<file path="src/rtl/display_driver_row_shifter.sv">
// Multi-lane LED row shifter: primes the pixel-fetch pipe, then clocks COLUMNS pixels out on a divided oclk.
// Optional DISPLAY_ROW_LOADER_REVERSE_EN shifts the row right-to-left for 180-degree mounted panels.
module display_driver_row_shifter #(
   parameter int COLUMNS     = 32,
   parameter int CHANNELS    = 6,
   parameter int PIPE_LENGTH = 1,
   parameter int CLK_DIV     = 1
) (
   input  logic                       clk,
   input  logic                       rst,
   input  logic                       start,
   input  logic                       abort,
   output logic [$clog2(COLUMNS)-1:0] column,
   output logic                       pipe_adv,
   input  logic [CHANNELS-1:0]        pixel_in,
   output logic [CHANNELS-1:0]        data_out,
   output logic                       oclk,
   output logic                       busy,
   output logic                       done
);

   localparam int CW      = $clog2(COLUMNS);
   localparam int CNT_MAX = (PIPE_LENGTH > CLK_DIV) ? PIPE_LENGTH : CLK_DIV;
   localparam int CNT_W   = $clog2(CNT_MAX + 1);

`ifdef DISPLAY_ROW_LOADER_REVERSE_EN
   localparam logic [CW-1:0] COL_FIRST = CW'(COLUMNS - 1);
   localparam logic [CW-1:0] COL_LAST  = CW'(0);
`else
   localparam logic [CW-1:0] COL_FIRST = CW'(0);
   localparam logic [CW-1:0] COL_LAST  = CW'(COLUMNS - 1);
`endif

   localparam logic [CW-1:0]    COL_END    = CW'(COLUMNS - 1);
   localparam logic [CNT_W-1:0] CNT_ZERO   = CNT_W'(0);
   localparam logic [CNT_W-1:0] CNT_ONE    = CNT_W'(1);
   localparam logic [CNT_W-1:0] PRIME_LAST = CNT_W'(PIPE_LENGTH - 1);
   localparam logic [CNT_W-1:0] DIV_LAST   = CNT_W'(CLK_DIV - 1);
   // Only reachable when CLK_DIV > 1; with CLK_DIV == 1 the advance is issued on LOW entry instead.
   localparam logic [CNT_W-1:0] DIV_PRE    = CNT_W'(CLK_DIV - 2);
   localparam logic             DIV_SINGLE = (CLK_DIV == 1) ? 1'b1 : 1'b0;

   typedef enum logic [2:0] {
      IDLE  = 3'd0,
      PRIME = 3'd1,
      SETUP = 3'd2,
      LOW   = 3'd3,
      HIGH  = 3'd4,
      DONE  = 3'd5
   } state_t;

   state_t            state_r;
   logic [CNT_W-1:0]  cnt_r;
   logic [CW-1:0]     col_cnt_r;

   function automatic logic [CW-1:0] next_column(input logic [CW-1:0] col);
`ifdef DISPLAY_ROW_LOADER_REVERSE_EN
      return (col == COL_LAST) ? col : col - CW'(1);
`else
      return (col == COL_LAST) ? col : col + CW'(1);
`endif
   endfunction

   // Row sequencer: state, phase/column counters and every registered output.
   always_ff @(posedge clk) begin
      if (rst) begin
         state_r   <= IDLE;
         cnt_r     <= CNT_ZERO;
         col_cnt_r <= CW'(0);
         column    <= COL_FIRST;
         pipe_adv  <= 1'b0;
         data_out  <= {CHANNELS{1'b0}};
         oclk      <= 1'b0;
         busy      <= 1'b0;
         done      <= 1'b0;
      end else begin
         done     <= 1'b0;
         pipe_adv <= 1'b0;
         // The address moves on once the pipe head has captured it.
         if (pipe_adv) begin
            column <= next_column(column);
         end
         case (state_r)
            IDLE: begin
               oclk      <= 1'b0;
               column    <= COL_FIRST;
               cnt_r     <= CNT_ZERO;
               col_cnt_r <= CW'(0);
               if (start) begin
                  busy <= 1'b1;
                  if (PIPE_LENGTH > 0) begin
                     state_r  <= PRIME;
                     pipe_adv <= 1'b1;
                  end else begin
                     state_r <= SETUP;
                  end
               end else begin
                  busy <= 1'b0;
               end
            end
            PRIME: begin
               if (cnt_r == PRIME_LAST) begin
                  state_r <= SETUP;
               end else begin
                  cnt_r    <= cnt_r + CNT_ONE;
                  pipe_adv <= 1'b1;
               end
            end
            SETUP: begin
               state_r   <= LOW;
               data_out  <= pixel_in;
               cnt_r     <= CNT_ZERO;
               col_cnt_r <= CW'(0);
               pipe_adv  <= DIV_SINGLE;
            end
            LOW: begin
               if (cnt_r == DIV_LAST) begin
                  state_r <= HIGH;
                  oclk    <= 1'b1;
                  cnt_r   <= CNT_ZERO;
               end else begin
                  cnt_r    <= cnt_r + CNT_ONE;
                  pipe_adv <= (cnt_r == DIV_PRE) && (col_cnt_r != COL_END);
               end
            end
            HIGH: begin
               if (cnt_r == DIV_LAST) begin
                  oclk  <= 1'b0;
                  cnt_r <= CNT_ZERO;
                  if (col_cnt_r == COL_END) begin
                     state_r <= DONE;
                     done    <= 1'b1;
                  end else begin
                     state_r   <= LOW;
                     data_out  <= pixel_in;
                     col_cnt_r <= col_cnt_r + CW'(1);
                     pipe_adv  <= DIV_SINGLE && ((col_cnt_r + CW'(1)) != COL_END);
                  end
               end else begin
                  cnt_r <= cnt_r + CNT_ONE;
               end
            end
            DONE: begin
               state_r <= IDLE;
               busy    <= 1'b0;
               oclk    <= 1'b0;
               column  <= COL_FIRST;
            end
            default: begin
               state_r <= IDLE;
               busy    <= 1'b0;
               oclk    <= 1'b0;
               column  <= COL_FIRST;
            end
         endcase
         // Abort overrides everything above; the partial row stays in the panel.
         if (abort && (state_r != IDLE)) begin
            state_r  <= IDLE;
            busy     <= 1'b0;
            oclk     <= 1'b0;
            pipe_adv <= 1'b0;
            done     <= 1'b0;
            column   <= COL_FIRST;
            cnt_r    <= CNT_ZERO;
         end
      end
   end

endmodule

</file>
<file path="config.mk">
export PLATFORM = sky130hd
export DESIGN_NAME = display_driver_row_shifter
export DESIGN_NICKNAME = d
export VERILOG_FILES = /design/src/rtl/display_driver_row_shifter.sv
export SDC_FILE = /design/constraint.sdc
export NUM_CORES = 1
export LEC_CHECK = 0
export CORE_ASPECT_RATIO = 1.1
export CORE_MARGIN = 8
export CORE_UTILIZATION = 34
export CTS_CLUSTER_SIZE = 40
export DETAILED_ROUTE_END_ITERATION = 8
export PLACE_DENSITY = 0.65
export REMOVE_ABC_BUFFERS = 1
export SLEW_MARGIN = 40
export SYNTH_ARGS = -nofsm -noshare
export SYNTH_HDL_FRONTEND = slang
export SYNTH_SLANG_ARGS = --single-unit
export TNS_END_PERCENT = 10
</file>
<file path="constraint.sdc">
create_clock -name clk -period 2 [get_ports clk]
set_clock_uncertainty 0.1 [all_clocks]
set_input_delay 0.4 -clock clk [delete_from_list [all_inputs] [get_ports clk]]
set_output_delay 0.4 -clock clk [all_outputs]
set_load 0.05 [all_outputs]
</file>
* After elaboration in Yosys (flattened, before gate mapping)
Cells that the tools add are included. W data, S select, Z words.
Word-level totals: bits of input ports 10, register bits 24, memory bits (read-only) 0, output and inout bits 15, memories 0, bits in latches 0, memory bits (writable) 0, logic and storage cells 73
Operators by class: bitwise gates (word level) 4, multiply operators 0, div/mod/pow operators 0, muxes and demuxes 25, eq/ne operators 13, shifts and indexed selects 0, order comparisons 0, reductions and logical operators 19, add/subtract/negate cells 3
Operators with widths (count):
- $mux W3 | 5
- $pmux W3 S5 | 1
- $mux W6 | 2
- $pmux W6 S2 | 1
- $add A5 B1 Y5 const B | 2
- $eq A5 B5 Y1 const B | 2
- $mux W5 | 2
- $ne A2 B2 Y1 const B | 5
- $ne A5 B5 Y1 const B | 2
- $pmux W5 S2 | 1
- $mux W1 | 9
- $reduce_and A3 Y1 | 3
- $reduce_or A4 Y1 | 2
- $eq A3 B2 Y1 const B | 2
- $reduce_bool A2 Y1 | 3
- $reduce_or A2 Y1 | 3
- $reduce_or A3 Y1 | 2
- $pmux W1 S5 | 1
- $not A1 Y1 | 4
- $pmux W1 S2 | 2
- $reduce_and A4 Y1 | 1
- $eq A3 B1 Y1 const B | 1
- $eq A3 B3 Y1 const B | 1
- $logic_not A3 Y1 | 1
- 5 further kinds | 6

* Longest topological paths before layout
Gate-level depths: netlist of the first run.
word-level depth 5, depth in mapped cells 7, gate-level depth less buffers 6

* Worst setup path after synthesis of the first run
No wires, ideal clock.
path type flip-flop to flip-flop, start reg column[0], end reg column[3], library setup time 0.073 ns, data required time 1.827 ns, cell stages (with the launch flop) 7, setup slack 0.045 ns, data arrival time 1.782 ns, buffers on the path 0, period minus slack after synthesis 1.955 ns, cell sequence dfxtp_1 -> ha_1 -> and3_1 -> ha_1 -> nand2b_1 -> or3_1 -> a21oi_1
Between the ends: word-level cells in the longest chain between the ends 3, elaborated cells between the ends (all ways) 4, classes of those cells add/sub: 1; eq/ne: 1; bitwise: 1; reduce/logical: 1
Ends and longest elaborated chain:
- start, declared | RTL line 13 | output logic [$clog2(COLUMNS)-1:0] column,
- start signal, assigned | RTL line 81 | column <= next_column(column);
- branches (longest 3 deep; another with $add A5 B1 Y5)
Parallel ways; which one is timed is not known. A chain may end at the register's enable or synchronous reset.

* Worst setup path in the final report of the first run
start reg done, end out done
RTL lines:
- start, declared | RTL line 19 | output logic done
- start signal, assigned | RTL line 75 | done <= 1'b0;
- start signal, assigned | RTL line 77 | done <= 1'b0;
- start signal, assigned | RTL line 132 | done <= 1'b1;
No word-level cell between the ends.

==> results of run 1 <==
==> metrics by stage <==
stage	hold slack, ps	total power, mW	setup WS (ps)	cell area [um2]	std cells
6_report	371.3	0.8192	39.81	1480	203
5_1_grt	406.7	0.8581	4.543	1480	203
4_1_cts	376.5	0.8212	9.151	1465	203
3_5_place_dp	356.7	0.6055	59.42	1439	199
3_3_place_gp	341.5	0.6026	78.80	1439	199
2_1_floorplan	351.9	0.5536	44.57	1131	122
==> per-layer routing <==
layer,vias to the layer above,track usage [%],wire (um)
met3,5,3.342,156
met4,0,4.294,44
met5,-,0,0
met1,460,10.68,1114
met2,24,16.61,1279
li1,508,-,-
==> cell usage in the layout, fill, tap and decap left out, types with 2 or more instances in the layout <==
cell type and instances:
a211oi_1 4, a21oi_1 8, and3_1 3, buf_4 17, clkbuf_4 3, clkdlybuf4s50_1 10, dfxtp_1 22, dlymetal6s2s_1 2
ha_1 4, inv_1 2, mux2i_1 6, nand2_1 10, nand2b_1 15, nand3_1 2, nor2_1 9, nor2b_1 3
o21ai_0 6, xnor2_1 4
==> state kept, by name (all words and copies together), names as in the netlist <==
signal	cells
oclk	1
busy	1
state_r	3
col_cnt_r	5
column	5
pipe_adv	1
done	1
data_out	6
==> kinds of logic after synthesis <==
family | synth area share (%)
muxes | 5.112
DFF | 39.19
and+or+nand+nor | 24.60
xor gates and xnor gates | 3.727
AOI/OAI and AO/OA | 17.68
buffers and inverters | 4.366
adders and majority gates | 5.325
==> timing repair <==
action                                 in CTS  in global routing
gates resized for setup                     0                  6
hold buffers                                0                  0
setup endpoints to repair                   0                 12
endpoints found under the hold margin       0                  0
==> worst register-to-register path: cells and delay by family (launching register included) <==
family	cells	cell delay [ps]
simple gates	2	660
fa+ha+maj	2	410
flops	1	370
compound gates	2	340
==> worst max path at each step <==
stage                         to  slack [ps]          from
floorplan              column[3]          40     column[0]
global placement    col_cnt_r[1]          80  col_cnt_r[0]
detailed placement  col_cnt_r[1]          60  col_cnt_r[0]
CTS                  data_out[5]           9   data_out[5]
global route        col_cnt_r[1]           5  col_cnt_r[0]
finish                      done          40          done
==> cell type report <==
type | instances | area (um2)
Tap cell | 48 | 60.06
Sequential cell | 23 | 461.7
Inverter | 2 | 7.507
Fill cell | 335 | 1851
Timing Repair Buffer | 29 | 252.7
Multi-Input combinational cell | 97 | 671.9
Clock buffer | 4 | 26.28
==> power breakdown <==
part           internal [mW]  total (mW)  switching [mW]
Combinational         0.0540       0.115          0.0613
Sequential             0.467       0.480          0.0129
Clock                 0.0782       0.224           0.146
Total                  0.599       0.819           0.220
==> flow_metrics.tcl, run 1 <==
set metrics [dict create \
    status "complete, no violations" \
    htree_levels 1 \
    postRouteAntennaNets 0 \
    start_kind "flop" \
    leakage_nw 0.5673 \
    netlist_area_mm2 0.001175 \
    synth-main-ff-cell "dfxtp_1" \
    grt_setup_unrepaired "no" \
    slew_violations 0 \
    vias 997 \
    numCtsBuffers 3 \
    overflow 0 \
    rr_startpoint "col_cnt_r[1]" \
    first_pass_iters 4 \
    dieArea_mm2 0.005595 \
    antenna_found_initial 0 \
    crit_cells 1 \
    initial_utilization_pct 35.27 \
    max-cap-violations 0 \
    core_area_mm2 0.003331 \
    tightest_slew_ps 506.5 \
    vias_per_cell 4.911 \
    cts_root_buf "clkbuf_4" \
    timing.fmax_mhz 510.2 \
    diodes 0 \
    ys_seq_area_share_pct 39.19 \
    die_h_um 77.66 \
    insertion_delay_ps 320 \
    cp_slowest_cell "clkdlybuf4s50_1" \
    grt_util_all_layers_pct 9.767 \
    ios 25 \
    cp_cell_sequence "clkdlybuf4s50_1" \
    routed_wl_um 2594 \
    netlist.area_leader.share_pct 39.19 \
    powerDensity_mw_per_mm2 553.5 \
    crit_family "buffers and inverters" \
    fin_crit_sh_pct 98.01 \
    yosys.cell_count.top_type "dfxtp_1" \
    hold_end "busy" \
    avgSynthCellArea_um2 9.108 \
    synth_commonest_cells "dfxtp_1 (23), nand2b_1 (15), nand2_1 (10)" \
    worstReg2RegEnd "col_cnt_r[1]" \
    finalSetupViolCount 0 \
    finalSetupTns_ps 0 \
    worstHoldStart "busy" \
    routedWlPerCell_um 12.78 \
    gp_congestion 0.7946 \
    ys_types 38 \
    critPathBufInv 1 \
    rows 22 \
    nets 171 \
    synthArstFlopShare_pct 0 \
    synth-edff-count 0 \
    cts_tree "done" \
    r2r_cells 6 \
    drt_iter0_markers 27 \
    cpPeakStageDelay_ps 800 \
    dp_hpwl_um 1934 \
    numClockSinks 23 \
    utilization_pct 44.44 \
    remaining_drc_errors 0 \
    slew_headroom_pct 66.18 \
    grt_pass1_vias 1038 \
    fin_crit_ps 1960 \
    synth-seq-cells 23 \
    synthCells 129 \
    grt_max_degree 15 \
    crit_required_ps 1500 \
    yosys.area.top_type "dfxtp_1" \
    yosysWarnings 0 \
    cp_max_fo 1 \
    cts_setup_buffers 0 \
    synth_area_leaders "dfxtp_1 (39%), nand2b_1 (8.0%), ha_1 (5.3%), mux2i_1 (5.1%), a21oi_1 (3.4%)" \
    fp.dieW_um 72.05 \
    cp_data_arrival_time_ps 1460 \
    portBuffers 24 \
    drive_gt1_share_pct 17.42 \
    cts_buffer_depth 2 \
    rrSetupSlack_ps 70 \
    peakVddDrop_uv 225.7 \
    hold_viol_final 0 \
    hold_path.class "reg -> reg" \
    hold_depth 2 \
    clk_pin_slew_ps 130 \
    area_delta_synth_final_pct 25.99 \
    critPathCaptureType "output port" \
    grt_pass1_wl_um 4471 \
    crit_type "reg -> out" \
]
No activity file was read; power rests on OpenSTA's default activity.
==> run 2: changes to the inputs <==
Settings changed: PLACE_DENSITY 0.65 to 0.63.
Clock period 2 ns to 2.55 ns, I/O delays scaled along.
==> run 2 against run 1 <==
- first-iteration DRC count up 7.4%
- largest power group unchanged
- combinational power down 25%
- global-route usage down 0.092 points
- core utilization down 0.45 points
- largest cell class unchanged
- hold slack worse by 1.7 ps
- count of clock-buffer cells in the layout unchanged
- sequential power down 21%
- die area unchanged
==> flow_metrics.tcl, run 2 (same netlist as run 1, synthesis figures left out) <==
set metrics [dict create \
    status "complete, no violations" \
    antenna_found_initial 0 \
    hold_path.class "reg -> reg" \
    p_total_mw 0.6359 \
    grt_pass1_wl_um 4464 \
    htree_levels 1 \
    vias_per_cell 4.950 \
    clk_pin_slew_ps 130 \
    grt_util_met3_pct 4.242 \
    cp_cell_sequence "clkdlybuf4s50_1" \
    r2r_cells 6 \
    grt_setup_unrepaired "no" \
    dp_hpwl_um 1849 \
    routed_wl_um 2459 \
    grt_pass1_vias 1007 \
    placed_cell_area_mm2 0.001439 \
    cts_buffer_depth 2 \
    finalSetupViolCount 0 \
    cp_max_fo 4 \
    overflow 0 \
    initial_utilization_pct 35.27 \
    largest_reg_flops 6 \
    reg_top3 "data_out (6), col_cnt_r (5), column (5)" \
    rows 22 \
    cts_setup_buffers 0 \
    fin_crit_ps 2163 \
    first_pass_iters 4 \
    portBuffers 24 \
    remaining_drc_errors 0 \
    critPathCaptureType "output port" \
    layout_common_cells "clkdlybuf4s50_1 (24), dfxtp_1 (23), nand2b_1 (15)" \
    leakage_nw 0.4869 \
    crit_required_ps 1940 \
    layout_commonest_cell "clkdlybuf4s50_1" \
    slew_violations 0 \
    grt_util_all_layers_pct 9.675 \
    cts_root_buf "clkbuf_4" \
    use_met1_pct 10.35 \
    fin_crit_sh_pct 84.83 \
    die_h_um 77.66 \
    final_cell_area_mm2 0.001465 \
    slew_headroom_pct 53.22 \
    hold_depth 2 \
    dieArea_mm2 0.005595 \
    cts_tree "done" \
    grt_use_met2_pct 15.88 \
    start_kind "flop" \
    cp_data_arrival_time_ps 1550 \
    insertion_delay_ps 310 \
    area_delta_synth_final_pct 24.71 \
    cp_slowest_cell "clkdlybuf4s50_1" \
    cts-resized-gates 0 \
    finalSetupTns_ps 0 \
    numCtsBuffers 3 \
    crit_family "buffers and inverters" \
    ctsHoldBuffers 0 \
    peakVddDrop_uv 234.8 \
    drive_gt1_share_pct 5.960 \
    ios 25 \
    hold_viol_final 0 \
    crit_type "reg -> out" \
    max-cap-violations 0 \
    diodes 0 \
    core_area_mm2 0.003331 \
    cpPeakStageDelay_ps 830 \
    fp.dieW_um 72.05 \
    drt_iter0_markers 29 \
    vias 985 \
    timing.fmax_mhz 462.3 \
    critPathBufInv 1 \
    nets 167 \
    grt_max_degree 25 \
    postRouteAntennaNets 0 \
    top_usage_layer "met2" \
    gp_congestion 0.7929 \
    regMostFlops "data_out" \
    crit_cells 1 \
    tightest_slew_ps 694.4 \
    numClockSinks 23 \
    powerDensity_mw_per_mm2 434.0 \
    routedWlPerCell_um 12.36 \
]
[run 2: changes by cell type in the layout (fill, tap and decap cells not counted)]
cell	before	now
o21ai_0	6	7
ha_1	4	5
dfxtp_2	1	0
dlymetal6s2s_1	2	0
o21ai_1	1	0
buf_4	17	1
o21ba_2	1	2
ha_2	1	0
dfxtp_1	22	23
clkdlybuf4s50_1	10	24
o21ba_4	1	0
[run 2: final timing paths]
check                           slack, ps           end          from
worst max-delay path                  390     column[2]     column[2]
worst min-delay path                  370          busy          busy
worst max register to register        460  col_cnt_r[2]  col_cnt_r[0]
worst min register to register        370          busy          busy
[run 2: layer usage]
layer	up-vias	wire length, um
met2	32	1178
met5	-	0
met3	2	231
met4	0	15
li1	500	-
met1	451	1033
[run 2: power breakdown]
group	switching (mW)	internal [mW]
combinational	0.0455	0.0408
clock	0.110	0.0610
sequential	0.0117	0.366
[run 2: through the flow]
step / utilization (%) / setup WS, ps / hold slack, ps / instances
6_report: 43.99 / 386.8 / 369.6 / 199
5_1_grt: 43.99 / 273.7 / 401.7 / 199
4_1_cts: 43.99 / 367.8 / 374.7 / 199
3_5_place_dp: 43.20 / 469.0 / 352.6 / 195
3_3_place_gp: 43.20 / 580.4 / 341.3 / 195
2_1_floorplan: - / 594.6 / 351.9 / 122
[run 2: layout make-up]
type,instances,area (um2)
Fill cell,341,1866
Multi-Input combinational cell,97,663.1
Timing Repair Buffer,25,247.7
Inverter,2,7.507
Clock buffer,4,26.28
Sequential cell,23,460.4
Tap cell,48,60.06
==> run 3: changes to the inputs <==
Settings changed: PLACE_DENSITY 0.63 to 0.65.
Clock period 2.55 ns to 1.8 ns, I/O delays scaled along.
==> run 3 against run 2 <==
- the flow now finishes with violations (negative setup slack)
- via count is 5.6% higher
- first-iteration DRC count is 59% lower
- count of clock-buffer cells in the layout stayed put
- flip-flop and latch count stayed put
- register-to-register slack worse by 460 ps
- critical endpoint is now col_cnt_r[1]
==> flow_metrics.tcl, run 3 (same netlist as run 1, synthesis figures left out) <==
set metrics [dict create \
    status "finished with violations" \
    violations "negative setup slack" \
    first_pass_iters 4 \
    vias_per_cell 4.883 \
    grt_pass1_wl_um 4636 \
    grt_util_all_layers_pct 10.11 \
    pre_cts_ws_ps -105.8 \
    start_kind "flop" \
    reg_top3 "data_out (6), col_cnt_r (5), column (5)" \
    initial_utilization_pct 35.27 \
    overflow 0 \
    gp_congestion 0.8396 \
    rrSetupSlack_ps -3 \
    routed_wl_um 2700 \
    clk_pin_slew_ps 130 \
    holdWs_ps 365.8 \
    antenna_found_initial 0 \
    layout_commonest_cell "buf_4" \
    fin_crit_sh_pct 100.2 \
    cp_cell_sequence "ha_4, and3_4, ha_4, o21a_1, or4b_4, a21oi_2" \
    htree_levels 1 \
    cp_data_arrival_time_ps 1960 \
    nets 181 \
    postRouteAntennaNets 0 \
    slew_violations 0 \
    dp_hpwl_um 2039 \
    ios 25 \
    powerDensity_mw_per_mm2 574.7 \
    remaining_drc_errors 0 \
    setup_ws_ps -2.906 \
    ctsHoldBuffers 0 \
    cts_root_buf "clkbuf_4" \
    cts_buffer_depth 2 \
    crit_required_ps 1950 \
    grt_pass1_vias 1094 \
    timing.fmax_mhz 554.7 \
    cpPeakStageDelay_ps 480 \
    cp_max_fo 5 \
    critPathCaptureType "flop" \
    largest_reg_flops 6 \
    cp_slowest_cell "or4b_4" \
    vias 1040 \
    grt_max_degree 17 \
    layout_common_cells "buf_4 (30), dfxtp_1 (20), nand2b_1 (14)" \
    area_delta_synth_final_pct 35.36 \
    finalSetupTns_ps -2.906 \
    fp.dieW_um 72.05 \
    drt_iter0_markers 12 \
    rows 22 \
    die_h_um 77.66 \
    diodes 0 \
    crit_top_cell "ha_4" \
    regMostFlops "data_out" \
    leakage_nw 0.5836 \
    dieArea_mm2 0.005595 \
    crit_family "simple AND/OR/NAND/NOR gates" \
    insertion_delay_ps 310 \
    max-cap-violations 0 \
    p_total_mw 0.9139 \
    numCtsBuffers 3 \
    hold_viol_final 0 \
    routedWlPerCell_um 12.68 \
    peakVddDrop_uv 244.1 \
    grt_setup_unrepaired "yes" \
    critPathBufInv 0 \
    portBuffers 24 \
    cts_tree "done" \
    finalSetupViolCount 1 \
    slew_headroom_pct 66.35 \
    hold_path.class "reg -> reg" \
    tightest_slew_ps 504.0 \
    drive_gt1_share_pct 29.09 \
    crit_type "reg -> reg" \
    core_area_mm2 0.003331 \
    fin_crit_ps 1803 \
    numClockSinks 23 \
    utilization_pct 47.75 \
]
run 3: cell types whose count changed in the layout (fill, tap and decap cells not counted), sizes merged:
cell           change
buf               +29
clkdlybuf4s50     -15
run 3: worst reg2reg max path, stage by stage (launching register included):
cell     delay [ps]
dfxtp_2         360
ha_4            150
and3_4          150
ha_4            170
o21a_1          190
or4b_4          480
a21oi_2         140
run 3: path summary, 6_finish.rpt:
kind                     start            to  depth (start not counted)
hold reg to reg           busy          busy                          2
setup / recovery  col_cnt_r[1]  col_cnt_r[1]                          6
hold / removal            busy          busy                          2
setup reg to reg  col_cnt_r[1]  col_cnt_r[1]                          6
run 3: metal layers:
layer | GRT usage [%] | up-vias | share of wire [%] | routed length [um]
met5 | 0 | - | 0 | 0
met4 | 4.090 | 0 | 0.78 | 21
met3 | 4.242 | 2 | 7.7 | 209
met2 | 17.06 | 29 | 51 | 1366
met1 | 10.85 | 480 | 41 | 1102
li1 | - | 529 | - | -
run 3: what timing repair did:
| action | in CTS | in global routing |
|---|---|---|
| setup buffers | 1 | 0 |
| resized for setup | 7 | 6 |
| endpoints found under the hold margin | 0 | 0 |
| endpoints found under the setup margin | 12 | 11 |
| pin swaps | 4 | 2 |
run 3: area by class of cell:
| class | instances | area [um2] |
|---|---|---|
| Tap cell | 48 | 60.06 |
| Sequential cell | 23 | 464.2 |
| Clock buffer | 4 | 26.28 |
| Inverter | 2 | 7.507 |
| Fill cell | 328 | 1740 |
| Timing Repair Buffer | 39 | 315.3 |
| Multi-Input combinational cell | 97 | 716.9 |
run 3: metrics by stage:
| step | instance area (um2) | instances |
|---|---|---|
| 2_1_floorplan | 1131 | 122 |
| 3_3_place_gp | 1499 | 208 |
| 3_5_place_dp | 1499 | 208 |
| 4_1_cts | 1565 | 213 |
| 5_1_grt | 1590 | 213 |
| 6_report | 1590 | 213 |
run 3: where the power goes:
group	internal (mW)	switching (mW)	total, mW
Combinational	0.0657	0.0699	0.136
Clock	0.0866	0.156	0.243
Sequential	0.519	0.0164	0.535
Total	0.671	0.243	0.914
